$ cat src/rtl/disp_pkg.sv
`default_nettype none
// ============================================================================
// Module      : disp_pkg
// Description : Shared constants, load-state enum and digit helpers for the
//               multiplexed BCD display scanner.
// Ports       : none (package)
// Revision    : 1.0 - initial release
// ============================================================================
package disp_pkg;

  localparam int DIGITS  = 4;
  localparam int BCD_W   = 4;
  localparam int BCD_MAX = 9;
  localparam int WORD_W  = DIGITS * BCD_W;
  localparam int IDX_W   = $clog2(DIGITS);

  // EMPTY: shadow is free to take a load. PENDING: shadow waits for a frame end.
  typedef enum logic [0:0] {
    EMPTY   = 1'b0,
    PENDING = 1'b1
  } load_state_t;

  // Nibble i of a packed digit word.
  function automatic logic [BCD_W-1:0] digit_at(input logic [WORD_W-1:0] word,
                                                input logic [IDX_W-1:0]  i);
    return word[i*BCD_W +: BCD_W];
  endfunction

  // True when any nibble lies outside the BCD range.
  function automatic logic has_bad_digit(input logic [WORD_W-1:0] word);
    logic bad;
    bad = 1'b0;
    for (int i = 0; i < DIGITS; i++) begin
      if (word[i*BCD_W +: BCD_W] > BCD_W'(BCD_MAX)) bad = 1'b1;
    end
    return bad;
  endfunction

endpackage : disp_pkg
`default_nettype wire

$ cat src/rtl/tick_gen.sv
`default_nettype none
// ============================================================================
// Module      : tick_gen
// Description : Free-running prescaler. Counts 0..PRESCALE-1 and raises tick
//               for the single cycle in which the count sits at PRESCALE-1.
// Ports       : clk  - system clock (rising edge)
//               rst  - asynchronous active-high reset, clears the count
//               tick - one-cycle strobe at the terminal count
// Revision    : 1.0 - initial release
// ============================================================================
module tick_gen #(
  parameter int PRESCALE = 1000
) (
  input  logic clk,
  input  logic rst,
  output logic tick
);

  // A prescale of 1 still needs a one-bit counter; it simply never leaves 0,
  // so tick stays high every cycle.
  localparam int           CNT_W = (PRESCALE > 1) ? $clog2(PRESCALE) : 1;
  localparam logic [CNT_W-1:0] TERM = CNT_W'(PRESCALE - 1);

  logic [CNT_W-1:0] count;

  always_ff @(posedge clk or posedge rst) begin
    if (rst) begin
      count <= '0;
    end else if (count == TERM) begin
      count <= '0;
    end else begin
      count <= count + CNT_W'(1);
    end
  end

  assign tick = (count == TERM);

endmodule : tick_gen
`default_nettype wire

$ cat src/rtl/bcd_display_scanner.sv
`default_nettype none
// ============================================================================
// Module      : bcd_display_scanner
// Description : Time-multiplexes four BCD digits onto one seven-segment
//               decoder. New values are double-buffered through a shadow
//               register and only committed at a frame boundary so a frame is
//               never torn. Optional leading-zero blanking.
// Ports       : clk        - system clock (rising edge)
//               rst        - asynchronous active-high reset
//               load_valid - load_data valid this cycle
//               load_ready - block can accept a load this cycle
//               load_data  - four BCD digits, [3:0] = digit0
//               blank_lz   - enable leading-zero blanking
//               num        - code of the current digit (to decoder)
//               dig_en     - one-hot / all-zero digit enable
//               err        - sticky: an accepted load held a nibble > 9
// Revision    : 1.0 - initial release
// ============================================================================
module bcd_display_scanner
  import disp_pkg::*;
#(
  parameter int PRESCALE = 1000,
  parameter int DIGITS   = disp_pkg::DIGITS
) (
  input  logic                      clk,
  input  logic                      rst,
  input  logic                      load_valid,
  output logic                      load_ready,
  input  logic [DIGITS*BCD_W-1:0]   load_data,
  input  logic                      blank_lz,
  output logic [BCD_W-1:0]          num,
  output logic [DIGITS-1:0]         dig_en,
  output logic                      err
);

  logic                     tick;
  logic [IDX_W-1:0]         idx;
  logic [DIGITS*BCD_W-1:0]  active;
  logic [DIGITS*BCD_W-1:0]  shadow;
  load_state_t              state;
  load_state_t              state_nxt;
  logic                     capture;
  logic                     commit;
  logic                     frame_end;
  logic [DIGITS-1:0]        dig_sel;
  logic [DIGITS-1:0]        blank_mask;
  logic                     nz_above;
  logic [BCD_W-1:0]         cur_digit;

  tick_gen #(
    .PRESCALE (PRESCALE)
  ) u_tick_gen (
    .clk  (clk),
    .rst  (rst),
    .tick (tick)
  );

  assign frame_end = tick && (idx == IDX_W'(DIGITS - 1));

  // ---------------------------------------------------------------- load FSM
  always_ff @(posedge clk or posedge rst) begin
    if (rst) begin
      state <= EMPTY;
    end else begin
      state <= state_nxt;
    end
  end

  // load_valid is only looked at in EMPTY, so data offered while PENDING is
  // dropped and need not be held by the producer.
  always_comb begin
    state_nxt  = state;
    load_ready = 1'b0;
    capture    = 1'b0;
    commit     = 1'b0;
    case (state)
      EMPTY: begin
        load_ready = 1'b1;
        if (load_valid) begin
          capture   = 1'b1;
          state_nxt = PENDING;
        end
      end
      PENDING: begin
        if (frame_end) begin
          commit    = 1'b1;
          state_nxt = EMPTY;
        end
      end
    endcase
  end

  // ---------------------------------------------------------- digit select
  assign cur_digit = digit_at(active, idx);
  assign dig_sel   = DIGITS'(1) << idx;

  // Walk from the top digit down; a digit is blanked while nothing at or
  // above it is nonzero. Digit0 is excluded so an all-zero word shows "0".
  // Codes above 9 are nonzero and therefore stop the blanking.
  always_comb begin
    nz_above   = 1'b0;
    blank_mask = '0;
    for (int i = DIGITS - 1; i >= 1; i--) begin
      nz_above      = nz_above | (active[i*BCD_W +: BCD_W] != '0);
      blank_mask[i] = blank_lz & ~nz_above;
    end
  end

  // ------------------------------------------------------------- datapath
  always_ff @(posedge clk or posedge rst) begin
    if (rst) begin
      idx    <= '0;
      active <= '0;
      shadow <= '0;
      num    <= '0;
      dig_en <= DIGITS'(1);
      err    <= 1'b0;
    end else begin
      if (tick) begin
        idx <= idx + IDX_W'(1);
      end
      if (capture) begin
        shadow <= load_data;
      end
      // active only ever moves at a frame boundary, so a frame is untorn.
      if (commit) begin
        active <= shadow;
      end
      if (capture && has_bad_digit(load_data)) begin
        err <= 1'b1;
      end
      num    <= cur_digit;
      dig_en <= dig_sel & ~blank_mask;
    end
  end

endmodule : bcd_display_scanner
`default_nettype wire

$ cat config.mk
export PLATFORM = sky130hd
export DESIGN_NAME = bcd_display_scanner
export DESIGN_NICKNAME = d
export VERILOG_FILES = /design/src/rtl/disp_pkg.sv /design/src/rtl/tick_gen.sv /design/src/rtl/bcd_display_scanner.sv
export SDC_FILE = /design/constraint.sdc
export NUM_CORES = 1
export LEC_CHECK = 0
export CAP_MARGIN = 20
export CORE_MARGIN = 5
export CORE_UTILIZATION = 50
export DETAILED_ROUTE_END_ITERATION = 10
export HOLD_SLACK_MARGIN = 0.05
export PLACE_DENSITY_LB_ADDON = 0.12
export REMOVE_ABC_BUFFERS = 1
export SLEW_MARGIN = 20
export SYNTH_ARGS = -nofsm -noshare
export SYNTH_HDL_FRONTEND = slang
export SYNTH_SLANG_ARGS = --single-unit
$ cat constraint.sdc
create_clock -name clk -period 4.4 [get_ports clk]
set_input_delay 0.44 -clock clk [delete_from_list [all_inputs] [get_ports clk]]
set_output_delay 0.44 -clock clk [all_outputs]
set_load 0.02 [all_outputs]
==> results of run 1 <==
-- power groups by stage --
stage	Clock [mW]	Combinational [mW]	Sequential (mW)
detailed placement	0	0.0516	0.535
finish	0.270	0.0501	0.524
global route	0.301	0.0561	0.527
global placement	0	0.0491	0.533
CTS	0.280	0.0516	0.525
floorplan	0	0.0250	0.531
-- critical path, cell delays in order (launching register included) --
cell and delay (ns):
dfrtp_1 0.38, ha_1 0.23, and3_1 0.26, and4_4 0.31, and3_4 0.38, mux2_2 0.37
-- layout make-up --
class                   instances  area [um2]
fillers                       352        1717
multi-input cells              95       875.8
clock buffers                   5       68.82
repair buffers                 30       297.8
inverters                       4       16.27
flip-flops and latches         54        1353
clock inverters                 3       21.27
well taps                      52       65.06
-- state kept, by name, indices dropped and copies added (netlist names) --
register          flops
active               16
shadow               16
u_tick_gen.count     10
dig_en                4
num                   4
idx                   2
err                   1
state                 1
-- per-layer routing --
layer / global-route usage / share of wire / vias up
met1: 0.1669 / 0.43 / 642
met3: 0.04861 / 0.052 / 7
met5: 0 / 0 / -
met4: 0.05670 / 0.018 / 0
met2: 0.2295 / 0.49 / 25
li1: - / - / 617
-- kinds of logic (layout without fill, tap and decap cells) --
logic type,count (synthesis),after routing,synth area share
AND/OR/NAND/NOR,37,37,0.08932
AO/OA/AOI/OAI,10,10,0.02614
flip-flops,54,54,0.5888
XOR/XNOR,6,6,0.02288
multiplexers,37,37,0.2157
buffers and inverters,10,42,0.02995
adder cells (fa/ha/maj),5,5,0.02723
-- path summary, 6_finish.rpt --
check / start / end / slack [ns] / cells past startpoint
max in group asynchronous: rst / idx[1] / 3.26 / 2
worst min register to register: err / err / 0.46 / 1
min in group asynchronous: rst / shadow[0] / 0.61 / 2
worst max register to register: u_tick_gen.count[0] / active[2] / 2.35 / 5
worst min-delay path: err / err / 0.46 / 1
worst max-delay path: u_tick_gen.count[0] / active[2] / 2.35 / 5
-- cell usage in the layout (no fill, tap or decap), types with 2 or more instances in the layout --
cell type,synthesis,routed
a21o_1,2,2
and2_1,2,2
and3_1,2,2
clkbuf_8,0,5
clkdlybuf4s50_1,0,29
clkinv_2,0,2
dfrtp_1,53,53
ha_1,5,5
inv_1,4,3
mux2_2,24,24
mux2_4,9,9
mux4_2,4,4
nand2_1,7,7
nand3_1,5,5
nand4_1,2,2
nor2_1,9,9
nor2b_1,3,3
nor4_1,2,2
o21ai_0,6,6
xnor2_1,2,2
xor2_1,4,4
-- per-stage QoR --
stage / util / power [mW] / cell area [um2] / instances / hold slack, ns
5_1_grt: 0.6111 / 0.8844 / 2698 / 243 / 0.4800
3_3_place_gp: 0.5904 / 0.5826 / 2606 / 235 / 0.4337
4_1_cts: 0.6108 / 0.8563 / 2696 / 243 / 0.4655
3_5_place_dp: 0.5904 / 0.5861 / 2606 / 235 / 0.4432
2_1_floorplan: - / 0.5562 / 2243 / 153 / 0.4245
6_report: 0.6111 / 0.8440 / 2698 / 243 / 0.4601
==> flow_metrics.env, run 1 <==
export IMPL_outcome="finished clean"
export IMPL_netSwitchingFraction=0.2221
export IMPL_power_internal_mw=0.6566
export IMPL_grt_remaining_overflow=0
export IMPL_clock_power_share=0.320
export IMPL_vdd_ir_drop_max_mv=0.2303
export IMPL_core_mm2=0.004414
export IMPL_power_leakage_nw=1.226
export IMPL_drive_above_1_share=0.2618
export IMPL_num_rows=24
export IMPL_yosys_area_top_type="dfrtp_1"
export IMPL_grt_use_total=0.1396
export IMPL_power_density_mw_per_mm2=312.9
export IMPL_required_ns=4.60
export IMPL_cts_setup_buffers=0
export IMPL_htree_levels=2
export IMPL_critical_path_startpoint_type="flip-flop"
export IMPL_antenna_left=0
export IMPL_net_switching_power_mw=0.1874
export IMPL_cts_buffers_inserted=5
export IMPL_clkSinkCount=54
export IMPL_start_util=0.5204
export IMPL_syn_to_final_growth_pct=17.43
export IMPL_die_area_mm2=0.006050
export IMPL_dp_slack_ns=2.357
export IMPL_synth_avg_cell_area_um2=14.45
export IMPL_min_path_type="flip-flop to flip-flop"
export IMPL_grt_max_degree=55
export IMPL_cts_hold_buf=0
export IMPL_crit_type="flip-flop to flip-flop"
export IMPL_yosysMostFrequentCell="dfrtp_1"
export IMPL_die_w_um=77.78
export IMPL_crit_path_max_fanout=17
export IMPL_cts_reportedPaths_clkPinSlew_ns=0.10
export IMPL_grt_pass1_vias=1399
export IMPL_vias_per_cell=5.313
export IMPL_diodes=0
export IMPL_ys_types=30
export IMPL_fin_crit_sh=0.4667
export IMPL_clk_latency_ns=0.31
export IMPL_synthDominantCellAreaShare=0.5773
export IMPL_portBuffers=29
export IMPL_ys_seq_area_frac=0.5888
export IMPL_ios=30
export IMPL_arrival_ns=2.25
export IMPL_synth_edf_count=0
export IMPL_synthTopCellsByCount="53 x dfrtp_1, 24 x mux2_2, 9 x mux2_4, 9 x nor2_1, 7 x nand2_1"
export IMPL_cts_tree="built"
export IMPL_hold_viol_final=0
export IMPL_setup_viol=0
export IMPL_finalClockSkew_ns=0.007988
export IMPL_drt_first_pass_iters=4
export IMPL_drc=0
export IMPL_yosysWarnings=0
export IMPL_antenna_found_initial=0
export IMPL_die_height_um=77.78
export IMPL_min_period_ns=2.053
export IMPL_fin_tns_setup_ns=0
export IMPL_drt_total_wl_um=3817
export IMPL_grt_pass1_wl_um=6630
export IMPL_clock_fmax_mhz=487.0
export IMPL_synth_cell_area_mm2=0.002297
export IMPL_combPwrFrac=0.059
export IMPL_root_buffer="clkbuf_8"
export IMPL_gp_congestion=0.7744
export IMPL_synthCells=159
export IMPL_ys_seq_elements=54
export IMPL_drtIter0Drc=40
export IMPL_layout_nets=215
export IMPL_end_kind="flip-flop"
export IMPL_slew_violations=0
export IMPL_ys_flop_type="dfrtp_1"
export IMPL_p_seq_frac=0.621
export IMPL_dp_hpwl_um=2812
export IMPL_relSlewSlack=0.4032
export IMPL_ys_async_sr_fraction=1.000
export IMPL_rsz0062_at_grt="false"
export IMPL_layout_setup_ws_ns=2.347
export IMPL_vias=1291
export IMPL_worst_slew_pin_slew_ns=0.8942
export IMPL_synth_area_leaders="dfrtp_1 58%, mux2_2 12%, mux2_4 5.9%, mux4_2 3.9%, ha_1 2.7%"
export IMPL_cts_resized_gates=0
export IMPL_max_cap_viol_count=0
export IMPL_ctsLongestPathBuffers=2
export IMPL_wire_per_inst_um=15.71
No activity file was read; power rests on OpenSTA's default activity.
==> inputs of run 2 (changes only) <==
- clock period: 4.4 -> 1.9 ns (I/O delays scaled with it)
==> flow_metrics.env, run 2 (synthesized netlist as in run 1, its figures left out) <==
export IMPL_rsz0062_at_grt="false"
export IMPL_cts_reportedPaths_clkPinSlew_ns=0.09
export IMPL_die_area_mm2=0.006050
export IMPL_min_path_type="input port to async pin"
export IMPL_worst_slew_pin_slew_ns=0.2945
export IMPL_net_switching_power_mw=0.4129
export IMPL_drt_total_wl_um=4081
export IMPL_cts_buffers_inserted=5
export IMPL_cts_resized_gates=0
export IMPL_power_density_mw_per_mm2=701.4
export IMPL_p_seq_frac=0.628
export IMPL_final_cell_mix="53 x dfrtp_1, 29 x clkdlybuf4s50_1, 24 x mux2_2"
export IMPL_portBuffers=29
export IMPL_start_util=0.5204
export IMPL_grt_pass1_vias=1394
export IMPL_diodes=0
export IMPL_outcome="finished clean"
export IMPL_grt_met1_usage=0.1826
export IMPL_clk_latency_ns=0.30
export IMPL_layout_nets=222
export IMPL_vdd_ir_drop_max_mv=0.4900
export IMPL_cp_cell_sequence="ha_1 -> and3_1 -> and4_4 -> and3_4 -> mux2_2"
export IMPL_critical_path_startpoint_type="flip-flop"
export IMPL_num_rows=24
export IMPL_crit_path_max_fanout=9
export IMPL_syn_to_final_growth_pct=20.04
export IMPL_cpMaxStageDelayCell="dfrtp_1"
export IMPL_grt_pass1_wl_um=6941
export IMPL_antenna_found_initial=0
export IMPL_end_kind="flip-flop"
export IMPL_top_regs="active x16, shadow x16, u_tick_gen.count x10"
export IMPL_grt_remaining_overflow=0
export IMPL_required_ns=2.09
export IMPL_busiest_layer="met2"
export IMPL_drt_first_pass_iters=4
export IMPL_gp_congestion=0.7716
export IMPL_use_met3=0.04630
export IMPL_drc=0
export IMPL_critPathMaxStageDelay_ns=0.38
export IMPL_vias_per_cell=5.468
export IMPL_power_internal_mw=1.521
export IMPL_core_mm2=0.004414
export IMPL_drive_above_1_share=0.2828
export IMPL_root_buffer="clkbuf_8"
export IMPL_ios=30
export IMPL_slew_violations=0
export IMPL_met2_usage=0.2454
export IMPL_whs_ns=0.2401
export IMPL_clock_power_share=0.309
export IMPL_relSlewSlack=0.8019
export IMPL_fin_crit_sh=0.9606
export IMPL_min_period_ns=1.825
export IMPL_layout_commonest_cell="dfrtp_1"
export IMPL_netSwitchingFraction=0.2135
export IMPL_fin_tns_setup_ns=0
export IMPL_clkSinkCount=54
export IMPL_cts_hold_buf=0
export IMPL_crit_type="flip-flop to flip-flop"
export IMPL_setup_viol=0
export IMPL_vias=1367
export IMPL_hold_viol_final=0
export IMPL_die_height_um=77.78
export IMPL_ctsLongestPathBuffers=2
export IMPL_grt_use_total=0.1474
export IMPL_dp_hpwl_um=2950
export IMPL_die_w_um=77.78
export IMPL_power_leakage_nw=1.268
export IMPL_cts_tree="built"
export IMPL_drtIter0Drc=49
export IMPL_finalClockSkew_ns=0.007835
export IMPL_arrival_ns=2.01
export IMPL_grt_max_degree=55
export IMPL_htree_levels=2
export IMPL_combPwrFrac=0.063
export IMPL_wire_per_inst_um=16.32
export IMPL_max_cap_viol_count=0
export IMPL_clock_fmax_mhz=547.9
export IMPL_cts_setup_buffers=0
export IMPL_antenna_left=0
-- run 2: cell types whose count changed in the layout (fill, tap and decap cells not counted), sizes merged --
| cell | delta |
|---|---|
| buf | +6 |
| and3 | +1 |
| clkinvlp | -1 |
| clkinv | -1 |
| inv | +1 |
| clkbuf | +1 |
-- run 2: cell type report --
| class | count | area (um2) |
|---|---|---|
| fill | 336 | 1657 |
| sequential | 54 | 1353 |
| timing repair buffer | 36 | 355.3 |
| inverter | 4 | 15.01 |
| multi-input combinational | 96 | 887.1 |
| clock buffer | 6 | 72.57 |
| tap | 52 | 65.06 |
| clock inverter | 2 | 10.01 |
-- run 2: worst max-delay path, delay by kind of cell, from the launching register on --
family	cells	cell delay [ns]
multiplexers	1	0.35
adder cells (fa/ha/maj)	1	0.17
flip-flops	1	0.38
AND/OR/NAND/NOR	3	0.81
-- run 2: stage by stage --
| stage | instances | total power, mW | area, um2 | worst slack [ns] | utilization |
|---|---|---|---|---|---|
| 3_3_place_gp | 241 | 1.354 | 2664 | 0.07978 | 0.6035 |
| 4_1_cts | 249 | 1.962 | 2746 | 0.004020 | 0.6222 |
| 3_5_place_dp | 241 | 1.364 | 2664 | 0.02388 | 0.6035 |
| 2_1_floorplan | 153 | 1.288 | 2243 | 0.03335 | - |
| 5_1_grt | 250 | 2.018 | 2758 | 0.01044 | 0.6247 |
| 6_report | 250 | 1.934 | 2758 | 0.07481 | 0.6247 |
-- run 2: worst paths after layout --
path                                      from             endpoint  slack (ns)  cells past startpoint
max reg2reg                u_tick_gen.count[0]           active[15]        0.07                      5
max                        u_tick_gen.count[0]           active[15]        0.07                      5
min                                        rst            active[5]        0.24                      3
max in group asynchronous                  rst            dig_en[0]        1.38                      3
min reg2reg                u_tick_gen.count[0]  u_tick_gen.count[0]        0.46                      1
min in group clk           u_tick_gen.count[0]  u_tick_gen.count[0]        0.46                      1
-- run 2: routing by layer --
metal	part of all wire	routed length, um
met3	0.049	200
met5	0	0
met1	0.44	1803
met4	0.015	61
met2	0.49	2016
-- run 2: power by group through the flow --
stage	clock, mW	combinational (mW)	sequential (mW)
after CTS	0.621	0.126	1.22
final	0.598	0.122	1.21
after global placement	0	0.119	1.23
after global routing	0.662	0.136	1.22
after floorplan	0	0.0580	1.23
after detailed placement	0	0.125	1.24
==> inputs of run 3 (changes only) <==
- DONT_BUFFER_PORTS: not set -> 1
- TNS_END_PERCENT: not set -> 10
==> flow_metrics.env, run 3 (synthesized netlist as in run 1, its figures left out) <==
export IMPL_portBuffers=0
export IMPL_core_mm2=0.004414
export IMPL_crit_type="flip-flop to flip-flop"
export IMPL_vias_per_cell=5.364
export IMPL_diodes=0
export IMPL_drc=0
export IMPL_syn_to_final_growth_pct=16.23
export IMPL_combPwrFrac=0.052
export IMPL_vdd_ir_drop_max_mv=0.4405
export IMPL_net_switching_power_mw=0.4042
export IMPL_relSlewSlack=0.6052
export IMPL_grt_max_degree=29
export IMPL_clock_power_share=0.324
export IMPL_hold_viol_final=0
export IMPL_p_seq_frac=0.623
export IMPL_root_buffer="clkbuf_8"
export IMPL_final_cell_mix="53 x dfrtp_1, 24 x mux2_2, 18 x dlygate4sd3_1"
export IMPL_grt_pass1_wl_um=6837
export IMPL_fillers=370
export IMPL_wire_per_inst_um=16.46
export IMPL_power_leakage_nw=1.239
export IMPL_outcome="finished clean"
export IMPL_layout_nets=211
export IMPL_htree_levels=2
export IMPL_gp_congestion=0.7482
export IMPL_cts_reportedPaths_clkPinSlew_ns=0.09
export IMPL_ios=30
export IMPL_drt_total_wl_um=3934
export IMPL_r2r_slack_ns=0.08
export IMPL_clk_latency_ns=0.30
export IMPL_min_path_type="input port to flip-flop"
export IMPL_grt_pass1_vias=1335
export IMPL_drive_above_1_share=0.3048
export IMPL_r2r_start="u_tick_gen.count[4]"
export IMPL_min_delay_start="blank_lz"
export IMPL_netSwitchingFraction=0.2073
export IMPL_ctsLongestPathBuffers=2
export IMPL_fin_crit_sh=0.9563
export IMPL_num_rows=24
export IMPL_fin_util=0.6049
export IMPL_arrival_ns=2.01
export IMPL_top_regs="active x16, shadow x16, u_tick_gen.count x10"
export IMPL_drt_first_pass_iters=4
export IMPL_antenna_left=0
export IMPL_finalClockSkew_ns=0.005671
export IMPL_required_ns=2.09
export IMPL_hold_depth=2
export IMPL_clock_fmax_mhz=550.4
export IMPL_slew_violations=0
export IMPL_clkSinkCount=54
export IMPL_power_internal_mw=1.546
export IMPL_multi_input_area_um2=880.8
export IMPL_end_kind="flip-flop"
export IMPL_grt_remaining_overflow=0
export IMPL_fin_tns_setup_ns=0
export IMPL_die_area_mm2=0.006050
export IMPL_dp_hpwl_um=2779
export IMPL_die_height_um=77.78
export IMPL_vias=1282
export IMPL_min_to="dig_en[3]"
export IMPL_antenna_found_initial=0
export IMPL_max_cap_viol_count=0
export IMPL_reg2regPathDepth=5
export IMPL_start_util=0.5204
export IMPL_cts_buffers_inserted=5
export IMPL_rsz0062_at_grt="false"
export IMPL_regArea_mm2=0.001353
export IMPL_critical_path_startpoint_type="flip-flop"
export IMPL_timing_rr_end="active[14]"
export IMPL_crit_path_max_fanout=14
export IMPL_layout_commonest_cell="dfrtp_1"
export IMPL_power_density_mw_per_mm2=730.4
export IMPL_worst_slew_pin_slew_ns=0.5914
export IMPL_drtIter0Drc=53
export IMPL_die_w_um=77.78
export IMPL_min_period_ns=1.817
export IMPL_grt_use_total=0.1468
export IMPL_setup_viol=0
export IMPL_cts_tree="built"
## run 3: per-stage QoR
| step | worst slack [ns] | hold slack (ns) | cell area [um2] | total power, mW | cells |
|---|---|---|---|---|---|
| finish | 0.08298 | 0.1108 | 2670 | 1.950 | 239 |
| global route | 0.004553 | 0.1234 | 2670 | 2.056 | 239 |
| CTS | 0.05302 | 0.1063 | 2665 | 1.982 | 239 |
| detailed placement | 0.006292 | 0.1679 | 2366 | 1.314 | 211 |
| global placement | 0.07652 | 0.1576 | 2366 | 1.310 | 211 |
| floorplan | 0.03335 | 0.3199 | 2243 | 1.288 | 153 |
## run 3: cell type report
cell class / instances / share of cell area
inverters: 4 / 0.005623
clock buffers: 7 / 0.03233
multi-input cells: 95 / 0.3299
clock inverters: 1 / 0.001874
flip-flops and latches: 54 / 0.5066
repair buffers: 26 / 0.09934
well taps: 52 / 0.02437
## run 3: worst max-delay path by stage
stage | from | end | depth (start not counted)
6_report | u_tick_gen.count[4] | active[14] | 5
2_1_floorplan | u_tick_gen.count[0] | active[0] | 5
3_5_place_dp | u_tick_gen.count[0] | active[14] | 5
3_3_place_gp | u_tick_gen.count[0] | active[14] | 5
4_1_cts | u_tick_gen.count[0] | active[14] | 6
5_1_grt | u_tick_gen.count[0] | active[15] | 6
## run 3: power groups by stage
| stage | combinational (mW) | clock [mW] | sequential [mW] |
|---|---|---|---|
| floorplan | 0.0580 | 0 | 1.23 |
| CTS | 0.104 | 0.661 | 1.22 |
| global route | 0.116 | 0.719 | 1.22 |
| finish | 0.102 | 0.633 | 1.22 |
| detailed placement | 0.0746 | 0 | 1.24 |
| global placement | 0.0706 | 0 | 1.24 |
## run 3: routing by layer
layer | track usage | vias up | part of all wire
met2 | 0.2195 | 30 | 0.48
met3 | 0.04398 | 7 | 0.053
met4 | 0.06014 | 0 | 0.022
met5 | 0 | - | 0
met1 | 0.1995 | 632 | 0.44
li1 | - | 613 | -
## run 3: what timing repair did
action / 4_1_cts / 5_1_grt
buffers inserted: 2 / 0
endpoints found under the setup margin: 2 / 15
pin swaps: 0 / 0
hold endpoints to repair: 44 / 0
gates cloned: 0 / 0
resized for setup: 0 / 2
hold buffers: 18 / 0
## run 3: worst max-delay path, cell delays in order (launching register included)
cell and delay (ns):
dfrtp_1 0.42, and4bb_1 0.34, and4_4 0.24, and3_4 0.21
buf_12 0.15, mux2_2 0.34
